[src/rtl/lm07_pkg.sv]
// Shared LM07 definitions for the serial read master and the responder.
// Frame geometry, temperature clamp and the responder state encoding.
package lm07_pkg;

    localparam int         LM07_FRAME_BITS = 16;
    localparam int         LM07_WORD_BITS  = 16;
    localparam logic [6:0] LM07_TEMP_MAX   = 7'd99;

    typedef enum logic [1:0] {
        ST_IDLE,
        ST_DRIVE,
        ST_OVERRUN
    } lm07_state_e;

    typedef struct packed {
        logic       sign;
        logic [6:0] mag;
    } lm07_temp_t;

    function automatic lm07_temp_t lm07_clamp(
        input logic       sign,
        input logic [6:0] mag,
        input logic [6:0] max
    );
        lm07_temp_t t;
        t.sign = sign;
        t.mag  = (mag > max) ? max : mag;
        return t;
    endfunction

endpackage

[src/rtl/lm07_responder_sync_edge.sv]
// Multi-stage synchronizer for an asynchronous pin with registered
// rise/fall pulses derived from the synchronized level and a history flop.
module sync_edge #(
    parameter int STAGES = 2
) (
    input  logic SYSCLK,
    input  logic RST,
    input  logic sig,
    output logic rise,
    output logic fall
);

    logic [STAGES-1:0] sync_q;
    logic              hist_q;

    // Clearing to 0 means a pin already low at reset release gives no fall.
    always_ff @(posedge SYSCLK) begin
        if (RST) begin
            sync_q <= '0;
            hist_q <= 1'b0;
            rise   <= 1'b0;
            fall   <= 1'b0;
        end else begin
            sync_q <= {sync_q[STAGES-2:0], sig};
            hist_q <= sync_q[STAGES-1];
            rise   <= sync_q[STAGES-1] & ~hist_q;
            fall   <= ~sync_q[STAGES-1] & hist_q;
        end
    end

endmodule

[src/rtl/lm07_responder.sv]
// LM07 serial responder: oversamples CS/SCK on SYSCLK and shifts a
// {sign, magnitude, trail byte} frame out on SIO, MSB first.
module lm07_responder
    import lm07_pkg::*;
#(
    parameter int         SYNC_STAGES = 2,
    parameter int         FRAME_BITS  = LM07_FRAME_BITS,
    parameter logic [7:0] TRAIL_BYTE  = 8'h00,
    parameter logic [6:0] TEMP_MAX    = LM07_TEMP_MAX
) (
    input  logic       SYSCLK,
    input  logic       RST,
    input  logic       CS,
    input  logic       SCK,
    output logic       SIO,
    output logic       SIO_OE,
    input  logic       TEMP_SIGN,
    input  logic [6:0] TEMP_MAG,
    input  logic       TEMP_LOAD,
    output logic       FRAME_DONE,
    output logic [4:0] BIT_CNT
);

    localparam int         W        = LM07_WORD_BITS;
    localparam logic [4:0] LAST_BIT = 5'(FRAME_BITS);

    logic cs_rise;
    logic cs_fall;
    logic sck_rise;
    logic sck_fall;

    lm07_state_e state_q;
    lm07_state_e state_nxt;
    lm07_temp_t  pend_q;
    logic [W-1:0] shreg_q;
    logic [W-1:0] shreg_nxt;
    logic         sio_nxt;
    logic         oe_nxt;
    logic         done_nxt;
    logic [4:0]   cnt_nxt;

    sync_edge #(
        .STAGES(SYNC_STAGES)
    ) u_cs_sync (
        .SYSCLK(SYSCLK),
        .RST   (RST),
        .sig   (CS),
        .rise  (cs_rise),
        .fall  (cs_fall)
    );

    sync_edge #(
        .STAGES(SYNC_STAGES)
    ) u_sck_sync (
        .SYSCLK(SYSCLK),
        .RST   (RST),
        .sig   (SCK),
        .rise  (sck_rise),
        .fall  (sck_fall)
    );

    always_ff @(posedge SYSCLK) begin
        if (RST) begin
            pend_q <= '0;
        end else if (TEMP_LOAD) begin
            pend_q <= lm07_clamp(TEMP_SIGN, TEMP_MAG, TEMP_MAX);
        end
    end

    always_ff @(posedge SYSCLK) begin
        if (RST) begin
            state_q    <= ST_IDLE;
            shreg_q    <= '0;
            SIO        <= 1'b0;
            SIO_OE     <= 1'b0;
            FRAME_DONE <= 1'b0;
            BIT_CNT    <= '0;
        end else begin
            state_q    <= state_nxt;
            shreg_q    <= shreg_nxt;
            SIO        <= sio_nxt;
            SIO_OE     <= oe_nxt;
            FRAME_DONE <= done_nxt;
            BIT_CNT    <= cnt_nxt;
        end
    end

    // cs_rise wins over any SCK edge in the same cycle.
    always_comb begin
        state_nxt = state_q;
        shreg_nxt = shreg_q;
        sio_nxt   = SIO;
        oe_nxt    = SIO_OE;
        done_nxt  = 1'b0;
        cnt_nxt   = BIT_CNT;
        if (cs_rise) begin
            state_nxt = ST_IDLE;
            oe_nxt    = 1'b0;
            sio_nxt   = 1'b0;
        end else begin
            unique case (state_q)
                ST_IDLE: begin
                    oe_nxt  = 1'b0;
                    sio_nxt = 1'b0;
                    if (cs_fall) begin
                        shreg_nxt = {pend_q.sign, pend_q.mag, TRAIL_BYTE};
                        cnt_nxt   = '0;
                        state_nxt = ST_DRIVE;
                        oe_nxt    = 1'b1;
                        sio_nxt   = pend_q.sign;
                    end
                end
                ST_DRIVE: begin
                    oe_nxt = 1'b1;
                    if (sck_rise) begin
                        cnt_nxt = BIT_CNT + 5'd1;
                    end else if (sck_fall) begin
                        shreg_nxt = {shreg_q[W-2:0], 1'b0};
                    end
                    sio_nxt = shreg_nxt[W-1];
                    if (sck_rise && cnt_nxt == LAST_BIT) begin
                        done_nxt  = 1'b1;
                        state_nxt = ST_OVERRUN;
                        sio_nxt   = 1'b0;
                    end
                end
                ST_OVERRUN: begin
                    oe_nxt  = 1'b1;
                    sio_nxt = 1'b0;
                end
                default: begin
                    state_nxt = ST_IDLE;
                    oe_nxt    = 1'b0;
                    sio_nxt   = 1'b0;
                end
            endcase
        end
    end

endmodule

[config.mk]
export PLATFORM = sky130hd
export DESIGN_NAME = lm07_responder
export DESIGN_NICKNAME = d
export VERILOG_FILES = /design/src/rtl/lm07_pkg.sv /design/src/rtl/lm07_responder_sync_edge.sv /design/src/rtl/lm07_responder.sv
export SDC_FILE = /design/constraint.sdc
export NUM_CORES = 1
export LEC_CHECK = 0
export CORE_AREA = 2 2 66 68
export DETAILED_ROUTE_END_ITERATION = 8
export DIE_AREA = 0 0 68 70
export DONT_BUFFER_PORTS = 1
export GPL_ROUTABILITY_DRIVEN = 1
export PLACE_DENSITY = 0.68
export SETUP_SLACK_MARGIN = 0.2
export SYNTH_ARGS = -nofsm -noshare
export SYNTH_HDL_FRONTEND = slang
export SYNTH_SLANG_ARGS = --single-unit
export TNS_END_PERCENT = 1
[constraint.sdc]
create_clock -name SYSCLK -period 1.75 [get_ports SYSCLK]
set_input_delay 0.35 -clock SYSCLK [delete_from_list [all_inputs] [get_ports SYSCLK]]
set_output_delay 0.35 -clock SYSCLK [all_outputs]
set_load 0.02 [all_outputs]
==> results.yml, run 1 <==
status:
  status: "finished, final reports clean"
critical_path:
  rr_worst_depth: 6
  cp-start-kind: "register"
  rrSetupSlack_ps: 30
  cp_max_fo: 4
  cp.required_ps: 1970
  r2r-end: "state_q[0]"
  worstSetupEndpointType: "register"
  worstPathArrival_ps: 1950
  reg2reg_from: "BIT_CNT[1]"
  path_class: "register to register"
placed_design:
  dp.cells: 242
  place_congestion: 0.756
  placed_area_sq_mm: 0.00190
  portBuffers: 0
  pre_cts_ws_ps: -4.20
  dpl.hpwl_um: 2150
layout:
  area_delta_synth_final_pct: 15.6
  nets: 216
  drive_gt1_frac: 0.196
  diodes: 0
  stdcell_count: 251
  finalInstanceArea_sq_mm: 0.00204
sta:
  finalHoldViolCount: 0
  finalClockSkew_ps: 4.95
  period_minus_slack_ps: 1720
  period_share: 0.985
  worst_pin_slew_ps: 308
  rsz0062_at_grt: "true"
  setup_viol_count_final: 0
  fmax_mhz: 580
  final_max_slew_viol_count: 0
  worst_slack_ps: 26.8
  timing.slew.headroom: 0.792
clocking:
  cts.sinks: 43
  root_buffer: "clkbuf_8"
  cts_tree: "done"
  clock_latency_ps: 290
  clk_path_buf_depth: 2
  htreeDepth: 2
  clk_pin_slew_ps: 80
  cts_buffers: 5
route:
  ant_nets: 0
  post_drt_wl_per_cell_um: 12.6
  wl_um: 3160
  routed_via_density: 5.27
  drt-initial-drc-count: 84
  num_vias: 1324
  drc: 0
  drtPass1Iterations: 4
logic_synthesis:
  ys_top_cells_by_count: "43 x dfxtp_1, 30 x nor2_1, 15 x nor2b_1"
  synth.lib_cells_used.distinct: 36
  synth_edf_count: 0
  syn_area_sq_mm: 0.00177
  synth_area_per_cell_sq_um: 9.45
  synth_top_area_cell: "dfxtp_1"
  async_flop_share: 0
  ys_warn_count: 0
  yosysMostFrequentCell: "dfxtp_1"
  synthTopCellsByArea: "dfxtp_1 49%, nor2_1 6.4%, nor2b_1 5.3%, mux2i_1 4.0%, ha_1 3.5%"
  synthCells: 187
  ys_seq_area_frac: 0.487
  synth_top_area_share: 0.487
  synth-seq-cells: 43
  synth-main-ff-cell: "dfxtp_1"
  synth_nets: 205
floorplan:
  start_util: 0.427
  rows: 24
  die_area_sq_mm: 0.00476
  ios: 21
  chipHeight_um: 70
  die_w_um: 68
  coreArea_sq_mm: 0.00414
global_route:
  grt_pass1_vias: 1211
  overflow: 0
  antenna_found_initial: 0
  grt_max_degree: 40
  grt_pass1_wl_um: 5380
  grt_usage: 0.149
min_path:
  whs_path_depth: 1
  whs_endpoint: "pend_q[4]"
  hp-start: "RST"
  hold_path.class: "primary input to register"
power_and_ir_drop:
  irDropWorstVdd_mv: 0.641
  powerDensity_mw_per_mm2: 933
  p_leak_nw: 0.770
  p_sw_mw: 0.428
  power.share.clock: 0.384
  pwr-share-seq: 0.539
  p_sw_frac: 0.224
  power_mw: 1.91
  internal-power_mw: 1.48
  combPwrFrac: 0.078
run:
  drv_cap: 0
[per-layer routing]
| metal | GRT usage | vias to the layer above | wire [um] |
|---|---|---|---|
| met5 | 0 | - | 0 |
| met2 | 0.210 | 35 | 1470 |
| met1 | 0.205 | 609 | 1520 |
| met4 | 0.0533 | 0 | 26 |
| li1 | - | 676 | - |
| met3 | 0.0580 | 4 | 142 |
[registers in the layout, indices dropped and copies added, names as in the netlist, 2 cells and up]
| name | cells |
|---|---|
| state_q | 2 |
| pend_q | 8 |
| u_sck_sync.sync_q | 2 |
| BIT_CNT | 5 |
| shreg_q | 15 |
| u_cs_sync.sync_q | 2 |
[cell type report]
type / instances / area [sq um]
fillers: 378 / 2100
multi-input cells: 131 / 872
flip-flops and latches: 43 / 871
repair buffers: 15 / 116
clock buffers: 7 / 108
well taps: 52 / 65.1
inverters: 2 / 7.51
clock inverters: 1 / 5.00
[cells by family (layout without fill, tap and decap cells)]
| logic type | Yosys count | after routing | share of synthesized area |
|---|---|---|---|
| buffers and inverters | 13 | 25 | 0.0410 |
| AO/OA/AOI/OAI | 33 | 33 | 0.134 |
| XOR/XNOR | 3 | 3 | 0.0149 |
| adder cells (fa/ha/maj) | 5 | 5 | 0.0354 |
| flip-flops | 43 | 43 | 0.487 |
| multiplexers | 7 | 7 | 0.0396 |
| AND/OR/NAND/NOR | 83 | 83 | 0.248 |
[what timing repair did]
| action | in CTS | in global routing |
|---|---|---|
| hold buffers | 0 | 0 |
| buffers inserted | 1 | 0 |
| resized for setup | 1 | 8 |
| endpoints found under the setup margin | 22 | 24 |
| pin swaps | 1 | 6 |
| cloned | 0 | 0 |
[power groups by stage]
stage / Sequential [mW] / Combinational (mW) / Clock [mW]
detailed placement: 1.05 / 0.141 / 0
finish: 1.03 / 0.148 / 0.732
floorplan: 1.04 / 0.131 / 0
global route: 1.03 / 0.169 / 0.801
CTS: 1.03 / 0.142 / 0.753
global placement: 1.05 / 0.138 / 0
[layout by cell type, fill, tap and decap left out, drive strengths merged, types with 2 or more instances in the layout]
| cell | instances |
|---|---|
| nand3 | 4 |
| a21oi | 10 |
| a32oi | 2 |
| a22oi | 8 |
| or2 | 2 |
| nand4 | 2 |
| nor3b | 4 |
| dfxtp | 43 |
| mux2i | 7 |
| nor3 | 10 |
| a211oi | 2 |
| clkbuf | 7 |
| buf | 15 |
| ha | 5 |
| o21ai | 2 |
| nor2 | 30 |
| xnor2 | 3 |
| nor2b | 15 |
| a311oi | 6 |
| inv | 2 |
| nand2 | 4 |
| nand2b | 5 |
[worst max-delay path: stages, from the launching register on]
cell     delay, ps
dfxtp_4        360
ha_4           150
nand4_1        110
xnor2_1        190
or4b_4         520
a21oi_2        150
mux2i_1        170
[stage by stage]
| stage | utilization | hold slack [ps] | setup TNS, ps |
|---|---|---|---|
| final | 0.493 | 116 | 0 |
| after global routing | 0.493 | 91.8 | -224 |
| after CTS | 0.488 | 103 | 0 |
| after detailed placement | 0.458 | 394 | -4.20 |
| after global placement | 0.458 | 390 | 0 |
| after floorplan | - | 383 | 0 |
[worst max-delay path by stage]
stage | start | end | slack (ps)
3_5_place_dp | BIT_CNT[1] | state_q[0] | -4
6_report | BIT_CNT[1] | state_q[0] | 30
5_1_grt | BIT_CNT[1] | state_q[0] | -100
3_3_place_gp | BIT_CNT[1] | state_q[0] | 50
4_1_cts | BIT_CNT[1] | state_q[0] | 10
2_1_floorplan | BIT_CNT[0] | state_q[0] | 30
(Power assumes the default switching activity.)
==> run 2, diff against run 1 <==
CORE_AREA = 2 2 60 76   (was 2 2 66 68)
DIE_AREA = 0 0 62 78   (was 0 0 68 70)
GPL_TIMING_DRIVEN = 1   (was unset)
PLACE_DENSITY = 0.67   (was 0.68)
==> run 2 against run 1 <==
  * The run now ends with negative setup slack left
  * Highest routed layer unchanged
  * Critical path type unchanged
  * Non-clock buffer count is 3 higher
  * Clock skew is 5.1 ps higher
  * Setup slack worse by 69 ps
  * Die area is 1.6% higher
  * Combinational power is 25% higher
  * Final cell count is 2.8% higher
  * First-iteration DRC count is 37% lower
==> results.yml, run 2 (synthesized netlist as in run 1, its figures left out) <==
status:
  status: "complete, but fails checks"
  violations: "negative setup slack"
sta:
  timing.slew.headroom: 0.772
  finalHoldViolCount: 0
  period_minus_slack_ps: 1790
  setup_viol_count_final: 3
  worst_slack_ps: -42.4
  period_share: 1.02
  finalClockSkew_ps: 10.1
  finalSetupTns_ps: -77.6
  fmax_mhz: 558
  final_max_slew_viol_count: 0
  rsz0062_at_grt: "true"
  worst_pin_slew_ps: 342
global_route:
  grt_pass1_wl_um: 5990
  grt_pass1_vias: 1370
  antenna_found_initial: 0
  overflow: 0
  grt_max_degree: 40
  grt_usage: 0.164
route:
  post_drt_wl_per_cell_um: 14.3
  num_vias: 1381
  wl_um: 3680
  drtPass1Iterations: 4
  routed_via_density: 5.35
  drc: 0
  drt-initial-drc-count: 53
  ant_nets: 0
layout:
  utilization: 0.542
  area_delta_synth_final_pct: 24.6
  final_cell_mix: "38 x dfxtp_1, 27 x nor2_1, 15 x nor2b_1"
  drive_gt1_frac: 0.312
  largest-register: "shreg_q"
  nets: 219
  diodes: 0
  mostFrequentLayoutCell: "dfxtp_1"
  finalInstanceArea_sq_mm: 0.00220
  largest_register_ffs: 15
  top_regs: "shreg_q x15, pend_q x8, BIT_CNT x5"
power_and_ir_drop:
  p_sw_frac: 0.237
  internal-power_mw: 1.45
  pwr-share-seq: 0.541
  power.share.clock: 0.362
  p_sw_mw: 0.451
  powerDensity_mw_per_mm2: 863
  irDropWorstVdd_mv: 0.583
  combPwrFrac: 0.097
  p_leak_nw: 0.795
  power_mw: 1.90
clocking:
  root_buffer: "clkbuf_8"
  clk_pin_slew_ps: 80
  clock_latency_ps: 300
  cts_tree: "done"
  htreeDepth: 2
  cts_buffers: 5
  clk_path_buf_depth: 2
  cts.sinks: 43
critical_path:
  path_class: "register to register"
  cp_max_fo: 3
  cp-start-kind: "register"
  reg2reg_from: "BIT_CNT[0]"
  worstPathArrival_ps: 2010
  cp.required_ps: 1970
  worstSetupEndpointType: "register"
  rrSetupSlack_ps: -40
  r2r-end: "state_q[0]"
  crit_path_start: "BIT_CNT[0]"
  crit_path_end: "state_q[0]"
  rr_worst_depth: 6
floorplan:
  rows: 26
  die_w_um: 62
  die_area_sq_mm: 0.00484
  ios: 21
  coreArea_sq_mm: 0.00407
  start_util: 0.435
  chipHeight_um: 78
placed_design:
  place_congestion: 0.751
  dpl.hpwl_um: 2330
  placed_area_sq_mm: 0.00187
  portBuffers: 0
  pre_cts_ws_ps: -34.4
run:
  drv_cap: 0
min_path:
  hp-start: "RST"
  hold_path.class: "primary input to register"
run 2: how the worst min path moves through the flow:
| stage | end | cells past startpoint | slack (ps) |
|---|---|---|---|
| 2_1_floorplan | u_cs_sync.rise | 1 | 380 |
| 3_3_place_gp | u_cs_sync.rise | 1 | 390 |
| 3_5_place_dp | u_cs_sync.fall | 1 | 400 |
| 4_1_cts | BIT_CNT[0] | 1 | 90 |
| 5_1_grt | BIT_CNT[0] | 1 | 100 |
| 6_report | BIT_CNT[0] | 1 | 110 |
run 2: routing by layer:
metal | track usage | wire length [um] | part of all wire
met1 | 0.201 | 1530 | 0.42
met2 | 0.267 | 1970 | 0.54
met3 | 0.0450 | 132 | 0.036
met4 | 0.0574 | 48 | 0.013
met5 | 0 | 0 | 0
run 2: critical path: stages (launching register included):
cell and delay, ps:
dfxtp_4 360, ha_4 140, nand4_1 110, xnor2_1 220, or4b_4 530, a21oi_4 140
mux2i_1 210
run 2: cell type report:
type / count / area, sq um
repair buffers: 18 / 163
inverters: 2 / 7.51
clock inverters: 1 / 7.51
multi-input cells: 131 / 987
well taps: 56 / 70.1
flip-flops and latches: 43 / 872
fillers: 371 / 1860
clock buffers: 7 / 96.3
run 2: repair_timing:
item / CTS / global route
resized for setup: 27 / 8
setup buffers: 4 / 4
pin swaps: 29 / 5
hold buffers: 0 / 0
setup endpoints to repair: 22 / 23
gates cloned: 0 / 0
run 2: per-stage QoR:
stage | instances | hold slack, ps
after global placement | 242 | 390
final | 258 | 112
after CTS | 254 | 94.5
after global routing | 258 | 102
after floorplan | 187 | 383
after detailed placement | 242 | 400
run 2: power groups by stage:
stage	combinational (mW)	clock, mW	sequential (mW)
floorplan	0.131	0	1.04
global placement	0.134	0	1.05
CTS	0.168	0.705	1.03
finish	0.185	0.688	1.03
detailed placement	0.142	0	1.05
global route	0.201	0.743	1.03
==> run 3, diff against run 2 <==
CORE_AREA = 2 2 51 88   (was 2 2 60 76)
DIE_AREA = 0 0 53 90   (was 0 0 62 78)
==> run 3 against run 2 <==
  * The flow still finishes with violations (negative setup slack)
  * Register-to-register slack barely moved
  * Setup slack got worse by 14 ps
  * Die area fell by 1.4%
  * Sequential share of layout area rose by 1.6 points
  * Power fell by 6.6%
  * Critical endpoint unchanged
  * Largest cell class unchanged
==> results.yml, run 3 (synthesized netlist as in run 1, its figures left out) <==
status:
  status: "complete, but fails checks"
  violations: "negative setup slack"
global_route:
  grt_pass1_vias: 1456
  grt_usage: 0.174
  grt_pass1_wl_um: 6330
  grt_max_degree: 40
  antenna_found_initial: 0
  overflow: 0
floorplan:
  ios: 21
  coreArea_sq_mm: 0.00407
  chipHeight_um: 90
  start_util: 0.434
  die_area_sq_mm: 0.00477
  rows: 31
  die_w_um: 53
clocking:
  root_buffer: "clkbuf_8"
  cts_tree: "done"
  htreeDepth: 2
  clock_latency_ps: 290
  cts_buffers: 5
  clk_path_buf_depth: 2
  cts.sinks: 43
  cts_hold_buffers: 0
  clk_pin_slew_ps: 80
min_path:
  hold_path.class: "primary input to register"
route:
  drtPass1Iterations: 4
  drc: 0
  num_vias: 1392
  wl_um: 3650
  post_drt_wl_per_cell_um: 14.7
  drt-initial-drc-count: 31
  ant_nets: 0
  routed_via_density: 5.59
sta:
  worst_slack_ps: -56.2
  final_max_slew_viol_count: 0
  period_share: 1.03
  setup_viol_count_final: 2
  holdWs_ps: 129
  finalHoldViolCount: 0
  rsz0062_at_grt: "true"
  fmax_mhz: 554
  finalClockSkew_ps: 10.3
  period_minus_slack_ps: 1810
  worst_pin_slew_ps: 286
  timing.slew.headroom: 0.809
critical_path:
  cp-start-kind: "register"
  path_class: "register to register"
  cp_max_fo: 4
  cp.required_ps: 1960
  worstSetupEndpointType: "register"
  worstPathArrival_ps: 2020
run:
  drv_cap: 0
layout:
  nets: 218
  final_cell_mix: "38 x dfxtp_1, 28 x nor2_1, 15 x nor2b_1"
  drive_gt1_frac: 0.275
  largest-register: "shreg_q"
  area_delta_synth_final_pct: 19.9
  nFillCells: 366
  top_regs: "shreg_q x15, pend_q x8, BIT_CNT x5"
  mostFrequentLayoutCell: "dfxtp_1"
  stdcell_count: 249
  diodes: 0
  largest_register_ffs: 15
power_and_ir_drop:
  irDropWorstVdd_mv: 0.625
  p_sw_mw: 0.413
  pwr-share-seq: 0.579
  p_leak_nw: 0.773
  p_sw_frac: 0.232
  powerDensity_mw_per_mm2: 838
  combPwrFrac: 0.099
  internal-power_mw: 1.36
  power.share.clock: 0.322
placed_design:
  dp.cells: 235
  dpl.hpwl_um: 2410
  portBuffers: 0
  place_congestion: 0.799
## run 3: cell types whose count changed in the layout (fill, tap and decap cells not counted), sizes merged
| cell | delta |
|---|---|
| buf | -2 |
| a21o | +1 |
| clkinvlp | -1 |
## run 3: worst paths after layout
kind / startpoint / cells after the start / end / slack (ps)
worst max register to register: BIT_CNT[0] / 6 / state_q[0] / -60
worst min-delay path: RST / 1 / shreg_q[6] / 130
worst min register to register: u_cs_sync.sync_q[1] / 1 / u_cs_sync.fall / 400
worst max-delay path: BIT_CNT[0] / 6 / state_q[0] / -60
## run 3: critical path, cell delays in order, from the launching register on
cell,delay (ps)
dfxtp_4,360
ha_4,150
nand4_1,150
xnor2_2,200
or4b_4,530
a21oi_2,170
mux2i_1,180
## run 3: power groups by stage
stage | clock (mW) | combinational [mW] | sequential (mW)
after detailed placement | 0 | 0.141 | 1.05
after CTS | 0.597 | 0.168 | 1.03
final | 0.572 | 0.175 | 1.03
after floorplan | 0 | 0.131 | 1.04
after global routing | 0.635 | 0.197 | 1.03
after global placement | 0 | 0.135 | 1.05
## run 3: area by class of cell
class | instances | area, sq um | share of cell area
inverters | 2 | 7.51 | 0.00354
multi-input cells | 132 | 971 | 0.458
well taps | 49 | 61.3 | 0.0289
clock buffers | 7 | 76.3 | 0.0360
repair buffers | 16 | 131 | 0.0620
flip-flops and latches | 43 | 872 | 0.411
## run 3: timing repair
action / in CTS / in global routing
cloned: 0 / 1
resized for setup: 26 / 4
hold endpoints to repair: 0 / 0
pin swaps: 34 / 2
setup buffers: 3 / 3
endpoints found under the setup margin: 21 / 23
## run 3: stage by stage
step           total power, mW   util  area [sq um]  setup TNS, ps  worst slack, ps
6_report                  1.78  0.520          2120          -85.5            -56.2
5_1_grt                   1.86  0.520          2120           -531             -119
4_1_cts                   1.79  0.510          2080          -23.1            -23.1
3_5_place_dp              1.19  0.458          1860           -150            -40.3
3_3_place_gp              1.18  0.458          1860              0             28.4
2_1_floorplan             1.17      -          1790              0             30.0
## run 3: layer usage
| layer | up-vias | track usage | wire [um] |
|---|---|---|---|
| met5 | - | 0 | 0 |
| met2 | 42 | 0.282 | 1980 |
| met1 | 664 | 0.196 | 1440 |
| li1 | 678 | - | - |
| met4 | 0 | 0.105 | 86 |
| met3 | 8 | 0.0432 | 150 |
